===== src/rtl/i4003_chain_loader.sv =====
// Drives cp, serial data and enable for a chain of i4003 shift registers, one bit per cp pulse, MSB first.
// Latency: cp rises on the accept edge; done pulses WIDTH*(CP_HI_CYC+CP_LO_CYC) cycles after that edge.
// Backpressure: load_ready is low for the whole frame; a word offered while busy waits for the done cycle.
module i4003_chain_loader #(
    parameter int WIDTH              = 20,
    parameter int CP_HI_CYC          = 120,
    parameter int DATA_DLY_CYC       = 5,
    parameter int DATA_WID_CYC       = 55,
    parameter int CP_LO_CYC          = 120,
    parameter int BLANK_DURING_SHIFT = 1
) (
    input  logic             sysclk,
    input  logic             reset_n,
    input  logic [WIDTH-1:0] load_data,
    input  logic             load_valid,
    output logic             load_ready,
    output logic             busy,
    output logic             done,
    output logic             cp,
    output logic             serial_out,
    output logic             enable
);
    localparam int HOLD_CYC = CP_HI_CYC - DATA_DLY_CYC - DATA_WID_CYC;
    localparam int CW       = $clog2(CP_HI_CYC + CP_LO_CYC + 1);
    localparam int BW       = $clog2(WIDTH + 1);

    if (CP_HI_CYC < 1 || DATA_DLY_CYC < 1 || DATA_WID_CYC < 1 || CP_LO_CYC < 1) begin : g_bad_cycle_param
        $error("i4003_chain_loader: all cycle parameters must be >= 1");
    end
    if (DATA_DLY_CYC + DATA_WID_CYC >= CP_HI_CYC) begin : g_bad_data_window
        $error("i4003_chain_loader: DATA_DLY_CYC + DATA_WID_CYC must be < CP_HI_CYC");
    end

    typedef enum logic [2:0] {S_IDLE, S_SETUP, S_DATA, S_HOLD, S_LOW} state_t;

    state_t           state, state_nxt;
    logic [CW-1:0]    cyc_cnt, cyc_reload;
    logic [BW-1:0]    bit_cnt;
    logic [WIDTH-1:0] shreg;
    logic             last_cyc, xfer;
    logic             cp_nxt, ser_nxt, done_nxt, en_nxt;

    assign last_cyc   = (cyc_cnt == '0);
    assign xfer       = (state == S_IDLE) && load_valid;
    assign load_ready = (state == S_IDLE);
    assign busy       = (state != S_IDLE);

    always_ff @(posedge sysclk or negedge reset_n) begin
        if (!reset_n) begin
            state <= S_IDLE;
        end else begin
            state <= state_nxt;
        end
    end

    always_comb begin
        state_nxt = state;
        case (state)
            S_IDLE:  if (load_valid) state_nxt = S_SETUP;
            S_SETUP: if (last_cyc)   state_nxt = S_DATA;
            S_DATA:  if (last_cyc)   state_nxt = S_HOLD;
            S_HOLD:  if (last_cyc)   state_nxt = S_LOW;
            S_LOW:   if (last_cyc)   state_nxt = (bit_cnt == '0) ? S_IDLE : S_SETUP;
            default:                 state_nxt = S_IDLE;
        endcase
    end

    // The counter is loaded with (duration - 1) on every state entry and counts down to zero.
    always_comb begin
        cyc_reload = '0;
        case (state_nxt)
            S_SETUP: cyc_reload = CW'(DATA_DLY_CYC - 1);
            S_DATA:  cyc_reload = CW'(DATA_WID_CYC - 1);
            S_HOLD:  cyc_reload = CW'(HOLD_CYC - 1);
            S_LOW:   cyc_reload = CW'(CP_LO_CYC - 1);
            default: cyc_reload = '0;
        endcase
    end

    always_ff @(posedge sysclk or negedge reset_n) begin
        if (!reset_n) begin
            cyc_cnt <= '0;
            bit_cnt <= '0;
            shreg   <= '0;
        end else begin
            if (state != state_nxt) begin
                cyc_cnt <= cyc_reload;
            end else if (cyc_cnt != '0) begin
                cyc_cnt <= cyc_cnt - 1'b1;
            end

            if (xfer) begin
                shreg   <= load_data;
                bit_cnt <= BW'(WIDTH - 1);
            end else if (state == S_LOW && last_cyc && bit_cnt != '0) begin
                shreg   <= shreg << 1;
                bit_cnt <= bit_cnt - 1'b1;
            end
        end
    end

    // Outputs are decoded from the next state so the registered pins line up with the state they belong to.
    always_comb begin
        cp_nxt   = (state_nxt == S_SETUP) || (state_nxt == S_DATA) || (state_nxt == S_HOLD);
        ser_nxt  = (state_nxt == S_DATA) && shreg[WIDTH-1];
        done_nxt = (state == S_LOW) && (state_nxt == S_IDLE);
        en_nxt   = enable;
        if (done_nxt) begin
            en_nxt = 1'b1;
        end else if (xfer && BLANK_DURING_SHIFT != 0) begin
            en_nxt = 1'b0;
        end
    end

    always_ff @(posedge sysclk or negedge reset_n) begin
        if (!reset_n) begin
            cp         <= 1'b0;
            serial_out <= 1'b0;
            done       <= 1'b0;
            enable     <= 1'b0;
        end else begin
            cp         <= cp_nxt;
            serial_out <= ser_nxt;
            done       <= done_nxt;
            enable     <= en_nxt;
        end
    end
endmodule

===== config.mk =====
export PLATFORM = sky130hd
export DESIGN_NAME = i4003_chain_loader
export DESIGN_NICKNAME = d
export VERILOG_FILES = /design/src/rtl/i4003_chain_loader.sv
export SDC_FILE = /design/constraint.sdc
export NUM_CORES = 1
export LEC_CHECK = 0
export ABC_AREA = 1
export BUFFER_PORTS_ARGS = -buffer_cell sky130_fd_sc_hd__clkbuf_2
export CORE_MARGIN = 1
export CORE_UTILIZATION = 51
export CTS_CLUSTER_DIAMETER = 80
export DETAILED_ROUTE_END_ITERATION = 8
export PLACE_DENSITY = 0.81
export SLEW_MARGIN = 20
export SYNTH_ARGS = -nofsm -noshare
export SYNTH_HDL_FRONTEND = slang
export SYNTH_SLANG_ARGS = --single-unit

===== constraint.sdc =====
create_clock -name sysclk -period 2.28 [get_ports sysclk]
set_input_delay 0.342 -clock sysclk [delete_from_list [all_inputs] [get_ports sysclk]]
set_output_delay 0.342 -clock sysclk [all_outputs]
set_load 0.1 [all_outputs]

Word level (Yosys, flattened, before mapping). Index checks and enable logic that the tools add are counted.

Register bits after elaboration: 40. Bits of input ports: 23. Output and inout bits: 6. Word-level logic and storage cells: 52.

$add $sub $neg: 2. Equal/unequal tests: 9. Mux-type cells: 16. Reductions and logical operators: 17.

Operators by type and width (number): $mux 20 (2); $pmux 7 s4 (1); $mux 8 (2); $mux 3 (5); $pmux 3 s5 (1); $eq 3x2->1 const B (4); $mux 5 (2); $logic_not 8->1 (1); $reduce_bool 8->1 (1); $sub 8x1->8 const B (1); $eq 3x1->1 const B (2); $eq 3x3->1 const B (2); $logic_not 3->1 (2); $reduce_bool 2->1 (3); $logic_and 1x1->1 (5); $logic_not 5->1 (1); $reduce_bool 5->1 (1); $sub 5x1->5 const B (1); $mux 1 (3); $ne 3x3->1 (1); $reduce_bool 3->1 (1); $logic_or 1x1->1 (2).

Depth between registers and ports, before layout. Gate-level depths: netlist (run 1).

Depth after elaboration: 7. Mapped depth: 14. Gate-level depth less buffers: 14.

Worst setup path before layout (run 1). Ideal clock, no wire load.

Kind: register to output. Start: register state[1]. End: output busy. Arrival time: 1.752 ns. Data required time: 1.938 ns. Slack: 0.186 ns. Cell stages (with the launch flop): 5. Path buffers: 0. Path through: dfrtp_1 > nor2_2 > inv_2 > nor2_4 > inv_1.

Word-level cells in the longest chain between the ends: 1.

RTL lines: start, declared (RTL line 36) `state_t state, state_nxt;`; start signal, assigned (RTL line 52) `state <= state_nxt;`; $reduce_bool 3->1 (RTL line 46) `assign busy = (state != S_IDLE);`; end, declared (RTL line 17) `output logic busy,`.

Every way passes these cells.

Worst setup path after layout (run 1).
Start: register cyc_cnt[0]. End: register shreg[13].

Word-level cells in the longest chain between the ends: 4.

RTL lines: start, declared (RTL line 37) `logic [CW-1:0] cyc_cnt, cyc_reload;`; start signal, assigned (RTL line 87) `cyc_cnt <= cyc_reload;`; start signal, assigned (RTL line 89) `cyc_cnt <= cyc_cnt - 1'b1;`; $logic_not 8->1 (RTL line 43) `assign last_cyc = (cyc_cnt == '0);`; $logic_and 1x1->1 (2 in a row) (RTL line 95) `end else if (state == S_LOW && last_cyc && bit_cnt != '0) begin`; $reduce_bool 2->1 (no line); end signal, assigned (RTL line 93) `shreg <= load_data;`; end signal, assigned (RTL line 96) `shreg <= shreg << 1;`; end, declared (RTL line 39) `logic [WIDTH-1:0] shreg;`.

Every way passes these cells. A chain may end at the register's enable or synchronous reset.

==> impl_results.md, run 1 <==
- Synth-to-Final Area Change: 14.22%
- Row cnt: 23
- I/O pin total: 29
- Share of cells above drive strength 1: 0.2308
- Crit. End Element: flop
- CTS H-Tree Depth: 2
- CP cell instances: inv_1, ha_1, nand3_2, nor2_8, nand2_4, nand2_4, buf_4, nor2_1, a31oi_1
- Die Span Y: 66.49 um
- FMAX: 0.4931 GHz
- Hold Vio Cnt, Final: 0
- Final min period: 2.028 ns
- Setup TNS: 0 ns
- Vias after detailed routing: 1,740
- Worst reg-to-reg path cell count: 9
- CP delay by family, top: simple AND/OR/NAND/NOR gates
- Placed cell area: 2315 sq um
- Worst-Skew Late Latency: 0.30 ns
- Die ar.: 4420 sq um
- Sequential share of the synthesized area: 0.4720
- Via/cell ratio: 5.179
- Max-cap violation count: 0
- Cell Pwr Density: 1353 nW/um^2
- Drt first pass iters: 4
- Clock skew after layout: 0.009710 ns
- Worst path bufs/invs: 2
- Final Instance Area: 2422 sq um
- Fin. max-slew vios: 0
- Worst hold-check path type: in -> reg
- CTS max path bufs: 2
- Final Wtd Congestion: 0.9673
- EDFF count, synth: 0
- VDD IR max: 0.8252 mV
- Final Setup Violations: 0
- Clock root buffer: clkbuf_8
- Chip width: 66.49 um
- # port buffers: 28
- CTS Buf Count: 5
- Iter 0 DRT Violations: 150
- Synth cell types: 30
- Data required, critical path: 2.49 ns
- Leakage power: 1.256 nW
- Syn avg cell area: 8.383 sq um
- Synth warnings: 0
- Core area: 4000 sq um
- Dpl hpwl: 3088 um
- Pin count of the biggest net entering global routing: 30
- Worst r2r dst: shreg[13]
- DRC: 0
- R2R Setup Slk: 0.25 ns
- Crit share post-route: 0.8895
- Drt total wl: 4170 um
- Clock slew at reported path FFs: 0.08 ns
- # diodes: 0
- Number of global-route vias before repair: 1,478
- Grt total ovfl: 0
- CTS tree: built
- Post_cts resized: 0
- Hold endpoint: shreg[0]
- Yosys top cell by area: dfrtp_1
- FILL cells: 340
- Starting Density: 0.5302
- Wirelength per Cell: 12.41 um
- Worst-path maximum fanout: 29
- GRT Total Usage: 0.2077
- Flops & latches, synth: 40
- Share of the synthesized area in the top cell type: 0.4720
- Clk sinks: 40
- Synth top area cells: dfrtp_1 (47%), nand2_1 (9.4%), nor2_1 (5.3%)
- Initial antenna violation count: 0
- Synth Instances: 253
- Cell with the largest stage delay on the worst path: dfrtp_1
- Max stage delay on crit path: 0.40 ns
- Crit Path Class: reg -> reg
- Relative slew slack: 0.6339
- HP Start: load_data[0]
- Crit path DAT: 2.24 ns
- Worst-Margin Slew: 0.5515 ns
- # nets final: 311
- Ys async rst share: 1.000
- Hold path cells: 3
- Syn nets: 279
- Worst r2r src: cyc_cnt[0]
- Setup crit start kind: flop
- Most used cell, CP: nand2_4
- Most used DFF post-synth: dfrtp_1
- Post-DRT Antenna Nets: 0
- Unrepaired setup endpoints after global routing: false
- First-pass GRT wire length: 6755 um
- Mapped Area: 2121 sq um
- Status: finished clean
==> cell type report <==
| type | instances | area [sq um] | share of cell area |
|---|---|---|---|
| multi-input combinational | 174 | 964.7 | 0.3982 |
| clock inverter | 2 | 15.01 | 0.006198 |
| inverter | 31 | 116.4 | 0.04804 |
| timing repair buffer | 33 | 180.2 | 0.07438 |
| tap | 50 | 62.56 | 0.02583 |
| clock buffer | 6 | 82.58 | 0.03409 |
| sequential | 40 | 1001 | 0.4132 |
==> Yosys cell counts (4+ instances only) <==
cell type	count
o211ai_1	7
nand3_1	12
nand2_1	53
inv_1	26
nor2_1	30
a31oi_1	13
dfrtp_1	40
buf_2	7
nand2_4	5
o21ai_0	13
o21ai_1	5
nand2_2	4
xor2_1	4
==> per-stage QoR <==
| step | utilization | power, mW | cells | setup WS [ns] | hold slack, ns |
|---|---|---|---|---|---|
| after floorplan | - | 2.469 | 253 | 0.1862 | 0.04641 |
| after global placement | 0.5787 | 2.729 | 327 | 0.3356 | 0.2340 |
| after detailed placement | 0.5787 | 2.776 | 327 | 0.2700 | 0.2390 |
| after CTS | 0.6056 | 3.284 | 336 | 0.2522 | 0.2691 |
| after global routing | 0.6056 | 3.527 | 336 | 0.1127 | 0.2781 |
| final | 0.6056 | 3.277 | 336 | 0.2519 | 0.2716 |
==> repair_timing <==
action / CTS / global route
hold buffers: 1 / 0
setup buffers: 0 / 0
endpoints found under the hold margin: 10 / 0
==> report_power, final <==
part	internal [mW]	switching (mW)
Clock	0.245	0.252
Combinational	0.536	1.08
Sequential	0.991	0.176
Total	1.77	1.51
==> cell usage in the layout, fill, tap and decap left out <==
master,count
nand3_1,12
nor2_8,1
o21ai_0,13
clkbuf_2,28
dlygate4sd3_1,1
ha_1,3
nand2_1,53
xor2_1,4
o21bai_2,1
nor2_2,3
dfrtp_1,40
clkinvlp_4,2
o21ai_1,5
a31oi_1,13
a21oi_2,3
a21oi_1,3
nand3_2,3
clkbuf_8,6
o211ai_1,7
nor4_1,1
inv_2,3
nor2_1,30
and2_2,1
nand2_8,1
xnor2_1,3
nor3_1,2
nand4_1,2
clkinv_1,2
nand2_4,5
inv_1,26
buf_4,4
nand2_2,4
nor2_4,1
==> how the worst max path moves through the flow <==
stage / depth (start not counted) / startpoint / end / slack (ns)
after floorplan: 4 / state[1] / busy / 0.19
final: 9 / cyc_cnt[0] / shreg[13] / 0.25
after global placement: 13 / cyc_cnt[0] / cyc_cnt[2] / 0.34
after detailed placement: 9 / cyc_cnt[0] / shreg[13] / 0.27
after global routing: 11 / cyc_cnt[0] / cyc_cnt[0] / 0.11
after CTS: 9 / cyc_cnt[0] / shreg[13] / 0.25
==> cells by family after synthesis <==
logic type	share of synthesized area
simple gates	0.2779
compound gates	0.1304
flops	0.4720
buf+inv	0.07315
xor+xnor	0.02891
fa+ha+maj	0.01770
==> routing by layer <==
layer	global-route usage	vias to the layer above	share of wire
li1	-	880	-
met1	0.2954	787	0.47
met2	0.3087	65	0.45
met3	0.05137	8	0.061
met4	0.06915	0	0.016
met5	0	-	0
==> worst reg2reg max path, cell delays in order (launching register included) <==
cell and delay (ns):
dfrtp_1 0.40, inv_1 0.10, ha_1 0.24, nand3_2 0.18, nor2_8 0.23, nand2_4 0.10, nand2_4 0.15, buf_4 0.30
nor2_1 0.07, a31oi_1 0.18
==> registers in the layout, summed over array words and instances, names as in the netlist <==
name and flops:
bit_cnt 5, cp 1, cyc_cnt 8, done 1
enable 1, serial_out 1, shreg 20, state 3
Note: power is estimated with default switching activity, not from simulation.
==> run 2, diff against run 1 <==
- clock period: 2.28 -> 2.5 ns (I/O delays scaled with it)
==> run 2 against run 1 <==
Global-route usage down 0.40 points; routed wire length down 3.8%; largest cell class unchanged; critical endpoint is now cyc_cnt[2]; via count down 2.6%; critical path type unchanged; fmax down 1.0%; hold slack worse by 0.070 ns; die area unchanged; flip-flop and latch count unchanged.
==> impl_results.md, run 2 (synthesis results as in run 1) <==
- Status: finished clean (unchanged)
- CP cell instances: inv_1, ha_1, nand3_2, nor2_8, nand2_4, nand2_4, nor2_2, nand2_4, nand2_1, nand2_1, nand2_1, nor2_1, nor2_1 (was inv_1, ha_1, nand3_2, nor2_8, nand2_4, nand2_4, buf_4, nor2_1, a31oi_1)
- Fin. max-slew vios: 0 (unchanged)
- Crit. End Element: flop (unchanged)
- Setup Fix Bufs, Post-CTS: 0 (unchanged)
- FMAX: 0.4880 GHz (was 0.4931 GHz)
- VDD IR max: 0.5719 mV (was 0.8252 mV)
- Number of global-route vias before repair: 1,450 (was 1,478)
- Die Span Y: 66.49 um (unchanged)
- Iter 0 DRT Violations: 105 (was 150)
- Final min period: 2.049 ns (was 2.028 ns)
- CTS H-Tree Depth: 2 (unchanged)
- CTS max path bufs: 2 (unchanged)
- Via/cell ratio: 5.087 (was 5.179)
- Post-DRT Antenna Nets: 0 (unchanged)
- Setup TNS: 0 ns (unchanged)
- Final Setup Violations: 0 (unchanged)
- Drt first pass iters: 4 (unchanged)
- CTS Buf Count: 5 (unchanged)
- Clk sinks: 40 (unchanged)
- Worst hold-check path type: in -> async (was in -> reg)
- # port buffers: 28 (unchanged)
- Initial antenna violation count: 0 (unchanged)
- CP delay by family, top: simple AND/OR/NAND/NOR gates (unchanged)
- Die ar.: 4420 sq um (unchanged)
- Share of cells above drive strength 1: 0.2261 (was 0.2308)
- First-pass GRT wire length: 6720 um (was 6755 um)
- Worst r2r src: cyc_cnt[0] (unchanged)
- Final Instance Count excl. Fillers: 333 (was 336)
- Biggest regs: shreg (20), cyc_cnt (8), bit_cnt (5) (unchanged)
- Hold Vio Cnt, Final: 0 (unchanged)
- Unrepaired setup endpoints after global routing: false (unchanged)
- Commonest non-fill, non-tap cell in the layout: nand2_1 (unchanged)
- # diodes: 0 (unchanged)
- Leakage power: 1.260 nW (was 1.256 nW)
- Worst path bufs/invs: 1 (was 2)
- Row cnt: 23 (unchanged)
- Post_cts resized: 0 (unchanged)
- Most frequent cells in the layout: nand2_1 (53), dfrtp_1 (40), nor2_1 (30) (unchanged)
- Hold buffers post-CTS: 0 (was 1)
- I/O pin total: 29 (unchanged)
- Setup crit start kind: flop (unchanged)
- Core area: 4000 sq um (unchanged)
- Final Wtd Congestion: 0.9408 (was 0.9673)
- DRC: 0 (unchanged)
- Pin count of the biggest net entering global routing: 41 (was 30)
- Clock skew after layout: 0.007970 ns (was 0.009710 ns)
- Drt total wl: 4011 um (was 4170 um)
- Wirelength per Cell: 12.05 um (was 12.41 um)
- Clock root buffer: clkbuf_8 (unchanged)
- # nets final: 308 (was 311)
- Worst-Skew Late Latency: 0.29 ns (was 0.30 ns)
- Cell Pwr Density: 1269 nW/um^2 (was 1353 nW/um^2)
- Crit Path Class: reg -> reg (unchanged)
- Synth-to-Final Area Change: 14.16% (was 14.22%)
- Placed cells: 325 (was 327)
- Worst-path maximum fanout: 15 (was 29)
- Cell with the largest stage delay on the worst path: dfrtp_1 (unchanged)
- Starting Density: 0.5302 (unchanged)
- Relative slew slack: 0.4109 (was 0.6339)
- CTS tree: built (unchanged)
- Grt total ovfl: 0 (unchanged)
- Chip width: 66.49 um (unchanged)
- Clock slew at reported path FFs: 0.08 ns (about the same)
- Max stage delay on crit path: 0.40 ns (about the same)
- Worst reg-to-reg path cell count: 13 (was 9)
- Dpl hpwl: 2872 um (was 3088 um)
- Crit path DAT: 2.24 ns (about the same)
- Max-cap violation count: 0 (unchanged)
- R2R Setup Slk: 0.45 ns (was 0.25 ns)
- Vias after detailed routing: 1,694 (was 1,740)
- Data required, critical path: 2.69 ns (was 2.49 ns)
- Crit share post-route: 0.8196 (was 0.8895)
- Largest reg by FF count: shreg (unchanged)
- Worst-Margin Slew: 0.8837 ns (was 0.5515 ns)
- Max reg flops: 20 (unchanged)
- GRT Total Usage: 0.2037 (was 0.2077)
- Worst r2r dst: cyc_cnt[2] (was shreg[13])
## run 2: cell count changes in the layout (fill, tap and decap cells not counted)
cell / delta
buf_2: +1
buf_4: -2
bufinv_16: +1
clkbuf_2: -1
clkinv_4: +1
clkinvlp_4: -2
dlygate4sd3_1: -1
## run 2: worst max path at each step
stage | from | end | cells after the start | slack (ns)
5_1_grt | cyc_cnt[0] | shreg[3] | 9 | 0.29
2_1_floorplan | state[1] | busy | 4 | 0.37
3_5_place_dp | cyc_cnt[0] | cyc_cnt[6] | 13 | 0.48
3_3_place_gp | cyc_cnt[0] | cyc_cnt[2] | 13 | 0.55
6_report | cyc_cnt[0] | cyc_cnt[2] | 13 | 0.45
4_1_cts | cyc_cnt[0] | cyc_cnt[6] | 13 | 0.46
## run 2: layout make-up
type,count,area [sq um]
Clock inverter,2,38.79
Tap cell,50,62.56
Timing Repair Buffer,30,155.1
Fill cell,362,1579
Multi-Input combinational cell,174,964.7
Inverter,31,116.4
Sequential cell,40,1001
Clock buffer,6,82.58
## run 2: routing by layer
layer,global-route usage,vias up,share of wire
met5,0,-,0
met3,0.03596,2,0.051
met1,0.3097,771,0.51
li1,-,876,-
met2,0.2844,45,0.43
met4,0.07979,0,0.0057
## run 2: power breakdown
part / switching [mW] / total, mW / internal (mW)
Sequential: 0.157 / 1.06 / 0.903
Clock: 0.226 / 0.552 / 0.326
Combinational: 0.976 / 1.46 / 0.486
Total: 1.36 / 3.07 / 1.72
## run 2: through the flow
step | worst slack [ns] | total power [mW] | cell area [sq um] | hold WS, ns | utilization
final | 0.4510 | 3.073 | 2421 | 0.2014 | 0.6053
after detailed placement | 0.4782 | 2.519 | 2300 | 0.4995 | 0.5749
after global placement | 0.5473 | 2.487 | 2300 | 0.4766 | 0.5749
after CTS | 0.4580 | 3.088 | 2421 | 0.2646 | 0.6053
after floorplan | 0.3732 | 2.252 | 2121 | 0.07941 | -
after global routing | 0.2862 | 3.315 | 2421 | 0.2749 | 0.6053
==> run 3, diff against run 2 <==
- ABC_AREA: 1 -> 0
- PLACE_DENSITY: 0.81 -> 0.84
- clock period: 2.5 -> 1.75 ns (I/O delays scaled with it)
==> run 3 against run 2 <==
The run now ends with negative setup slack left; clock power rose by 38%; synthesized cell count fell by 5.5%; largest power group is now registers; highest routed layer unchanged; cell count increased by 7.2%; register-to-register slack got worse by 0.92 ns; clock-buffer cell count decreased by 1; sequential share of layout area down 7.7 points; hold slack lost 0.19 ns; final area up 23%; utilization up 19 points.
==> impl_results.md, run 3 <==
- Pin count of the biggest net entering global routing: 43 (was 41)
- Crit path DAT: 2.45 ns (was 2.24 ns)
- Status: finished with violations (was finished clean)
- Synth-to-Final Area Change: 45.23% (was 14.16%)
- Final Core Density: 0.7941 (was 0.6053)
- Cell Pwr Density: 615.5 nW/um^2 (was 1269 nW/um^2)
- Crit share post-route: 1.269 (was 0.8196)
- FILL cells: 246 (was 362)
- FMAX: 0.4504 GHz (was 0.4880 GHz)
- CTS tree: built (unchanged)
- Clock root buffer: clkbuf_8 (unchanged)
- Max reg flops: 20 (unchanged)
- Crit. End Element: flop (unchanged)
- Worst hold-check path type: in -> async (unchanged)
- Setup TNS: -14.49 ns (was 0 ns)
- Clock slew at reported path FFs: 0.09 ns (was 0.08 ns)
- Drt first pass iters: 4 (unchanged)
- WL met2: 3209 um (was 1715 um)
- Post-synth top cells: nand2_1 (51), dfrtp_1 (40), nor2_1 (32) (was nand2_1 (53), dfrtp_1 (40), nor2_1 (30))
- Iter 0 DRT Violations: 175 (was 105)
- Synth Instances: 239 (was 253)
- Yosys top cell by area: dfrtp_1 (unchanged)
- Starting Density: 0.5468 (was 0.5302)
- Data required, critical path: 1.98 ns (was 2.69 ns)
- Worst r2r src: cyc_cnt[1] (was cyc_cnt[0])
- First-pass GRT wire length: 9528 um (was 6720 um)
- Number of global-route vias before repair: 2,048 (was 1,450)
- Clock skew after layout: 0.01113 ns (was 0.007970 ns)
- Hold Vio Cnt, Final: 0 (unchanged)
- Largest reg by FF count: shreg (unchanged)
- Top Metal Used: met4 (unchanged)
- Vias after detailed routing: 2,107 (was 1,694)
- Setup ws final: -0.4705 ns (was 0.4510 ns)
- Hold_ws: 0.006539 ns (was 0.2014 ns)
- GRT Total Usage: 0.3023 (was 0.2037)
- Worst reg-to-reg path cell count: 6 (was 13)
- Initial antenna violation count: 0 (unchanged)
- Final min period: 2.220 ns (was 2.049 ns)
- Leakage power: 1.371 nW (was 1.260 nW)
- Synth top area cells: dfrtp_1 (49%), nand2_1 (9.4%), a31oi_1 (6.1%) (was dfrtp_1 (47%), nand2_1 (9.4%), nor2_1 (5.3%))
- Most frequent cell after synthesis: nand2_1 (unchanged)
- Area occupied by multi-input gates: 1106 sq um (was 964.7 sq um)
- Row cnt: 22 (was 23)
- # nets final: 334 (was 308)
- Max-cap violation count: 0 (unchanged)
- Clk sinks: 40 (unchanged)
- Most frequent cells in the layout: nand2_1 (50), dfrtp_1 (40), buf_4 (37) (was nand2_1 (53), dfrtp_1 (40), nor2_1 (30))
- Syn avg cell area: 8.565 sq um (was 8.383 sq um)
- Die ar.: 4271 sq um (was 4420 sq um)
- Dpl hpwl: 3392 um (was 2872 um)
- CTS Buf Count: 5 (unchanged)
- Met3 Wirelength: 349 um (was 206 um)
- Synth cell types: 40 (was 30)
- Final Setup Violations: 42 (was 0)
- Setup crit start kind: flop (unchanged)
- Share of cells above drive strength 1: 0.3851 (was 0.2261)
- Flops & latches, synth: 40 (unchanged)
- Final Wtd Congestion: 0.8572 (was 0.9408)
- Worst-path maximum fanout: 6 (was 15)
- Worst-Skew Late Latency: 0.31 ns (was 0.29 ns)
- Commonest non-fill, non-tap cell in the layout: nand2_1 (unchanged)
- Grt total ovfl: 0 (unchanged)
- Final Instance Area: 2973 sq um (was 2421 sq um)
- Via/cell ratio: 5.902 (was 5.087)
- Drt total wl: 5898 um (was 4011 um)
- Worst r2r dst: bit_cnt[2] (was cyc_cnt[2])
- Most used DFF post-synth: dfrtp_1 (unchanged)
- Biggest regs: shreg (20), cyc_cnt (8), bit_cnt (5) (unchanged)
- Failing checks: negative setup slack
- R2R Setup Slk: -0.47 ns (was 0.45 ns)
- DRC: 0 (unchanged)
- CTS max path bufs: 2 (unchanged)
- M1 wire length: 2208 um (was 2064 um)
- Sequential share of the synthesized area: 0.4890 (was 0.4720)
- Chip width: 65.36 um (was 66.49 um)
- Syn nets: 265 (was 279)
- I/O pin total: 29 (unchanged)
- Area taken by flip-flops and latches: 1001 sq um (unchanged)
- Core area: 3744 sq um (was 4000 sq um)
- Fin. max-slew vios: 0 (unchanged)
- Wirelength per Cell: 16.52 um (was 12.05 um)
- # port buffers: 28 (unchanged)
- Unrepaired setup endpoints after global routing: true (was false)
- Ys async rst share: 1.000 (unchanged)
- # diodes: 0 (unchanged)
- Mapped Area: 2047 sq um (was 2121 sq um)
- Synth warnings: 0 (unchanged)
- VDD IR max: 0.5651 mV (was 0.5719 mV)
- Placed cells: 335 (was 325)
- Relative slew slack: 0.6431 (was 0.4109)
- CTS H-Tree Depth: 2 (unchanged)
- Worst-Margin Slew: 0.5376 ns (was 0.8837 ns)
- Final Instance Count excl. Fillers: 357 (was 333)
- Placed cell area: 2552 sq um (was 2300 sq um)
- EDFF count, synth: 0 (unchanged)
- Crit Path Class: reg -> reg (unchanged)
- Post-DRT Antenna Nets: 0 (unchanged)
- Die Span Y: 65.36 um (was 66.49 um)
- Share of the synthesized area in the top cell type: 0.4890 (was 0.4720)
==> run 3: changes by cell type after synthesis, moves of 6 or more <==
cell,previous run,this run
nand3_1,12,3
o21ai_0,13,7
a31oi_1,13,20
clkbuf_1,1,11
inv_1,26,9
==> run 3: cell families after synthesis <==
family / count (synthesis) / synth area share
adders and majority gates: 3 / 0.01834
DFF: 40 / 0.4890
and+or+nand+nor: 112 / 0.2451
AOI/OAI and AO/OA: 51 / 0.1632
buffers and inverters: 27 / 0.05623
xor gates and xnor gates: 4 / 0.01712
muxes: 2 / 0.01100
==> run 3: per-stage QoR <==
stage          total power, mW  setup WS (ns)
6_report                 1.830        -0.4705
3_5_place_dp             1.076        -0.4577
3_3_place_gp             1.073        -0.3580
2_1_floorplan            1.016        -0.6253
5_1_grt                  1.886        -0.5118
4_1_cts                  1.830        -0.4303
==> run 3: worst max path at each step <==
stage          cells past startpoint  slack (ns)  startpoint          to
5_1_grt                            6       -0.51  cyc_cnt[0]  bit_cnt[2]
6_report                           6       -0.47  cyc_cnt[1]  bit_cnt[2]
3_3_place_gp                       7       -0.36  cyc_cnt[1]    state[0]
2_1_floorplan                      8       -0.63  cyc_cnt[0]  bit_cnt[2]
3_5_place_dp                       7       -0.46  cyc_cnt[1]   shreg[16]
4_1_cts                            6       -0.43  cyc_cnt[1]  bit_cnt[3]
==> run 3: critical path: stages, from the launching register on <==
cell and delay [ns]:
dfrtp_1 0.39, inv_1 0.06, ha_2 0.17, or4b_4 0.49, or4_4 0.55, or3_1 0.36
a21oi_2 0.13
==> run 3: power breakdown <==
part	total (mW)	switching (mW)	internal [mW]	leakage [nW]
logic	0.0991	0.0583	0.0407	0.873
clock network	0.763	0.341	0.422	0.0541
registers	0.968	0.0171	0.951	0.444
total	1.83	0.417	1.41	1.37
==> run 3: layer usage <==
layer | track usage | up-vias
met5 | 0 | -
met4 | 0.1386 | 0
met3 | 0.07118 | 17
met2 | 0.5180 | 93
met1 | 0.3564 | 1035
li1 | - | 962
==> run 3: cell type report <==
| cell class | instances | area share |
|---|---|---|
| multi-input cells | 173 | 0.3721 |
| flip-flops and latches | 40 | 0.3367 |
| repair buffers | 79 | 0.2222 |
| clock buffers | 5 | 0.02315 |
| well taps | 48 | 0.02020 |
| clock inverters | 3 | 0.01431 |
| inverters | 9 | 0.01136 |
==> run 3: timing repair <==
item,4_1_cts,5_1_grt
hold buffers,0,0
resized for setup,28,13
endpoints found under the setup margin,42,42
pin swaps,11,15
setup buffers,8,4
cloned,3,0
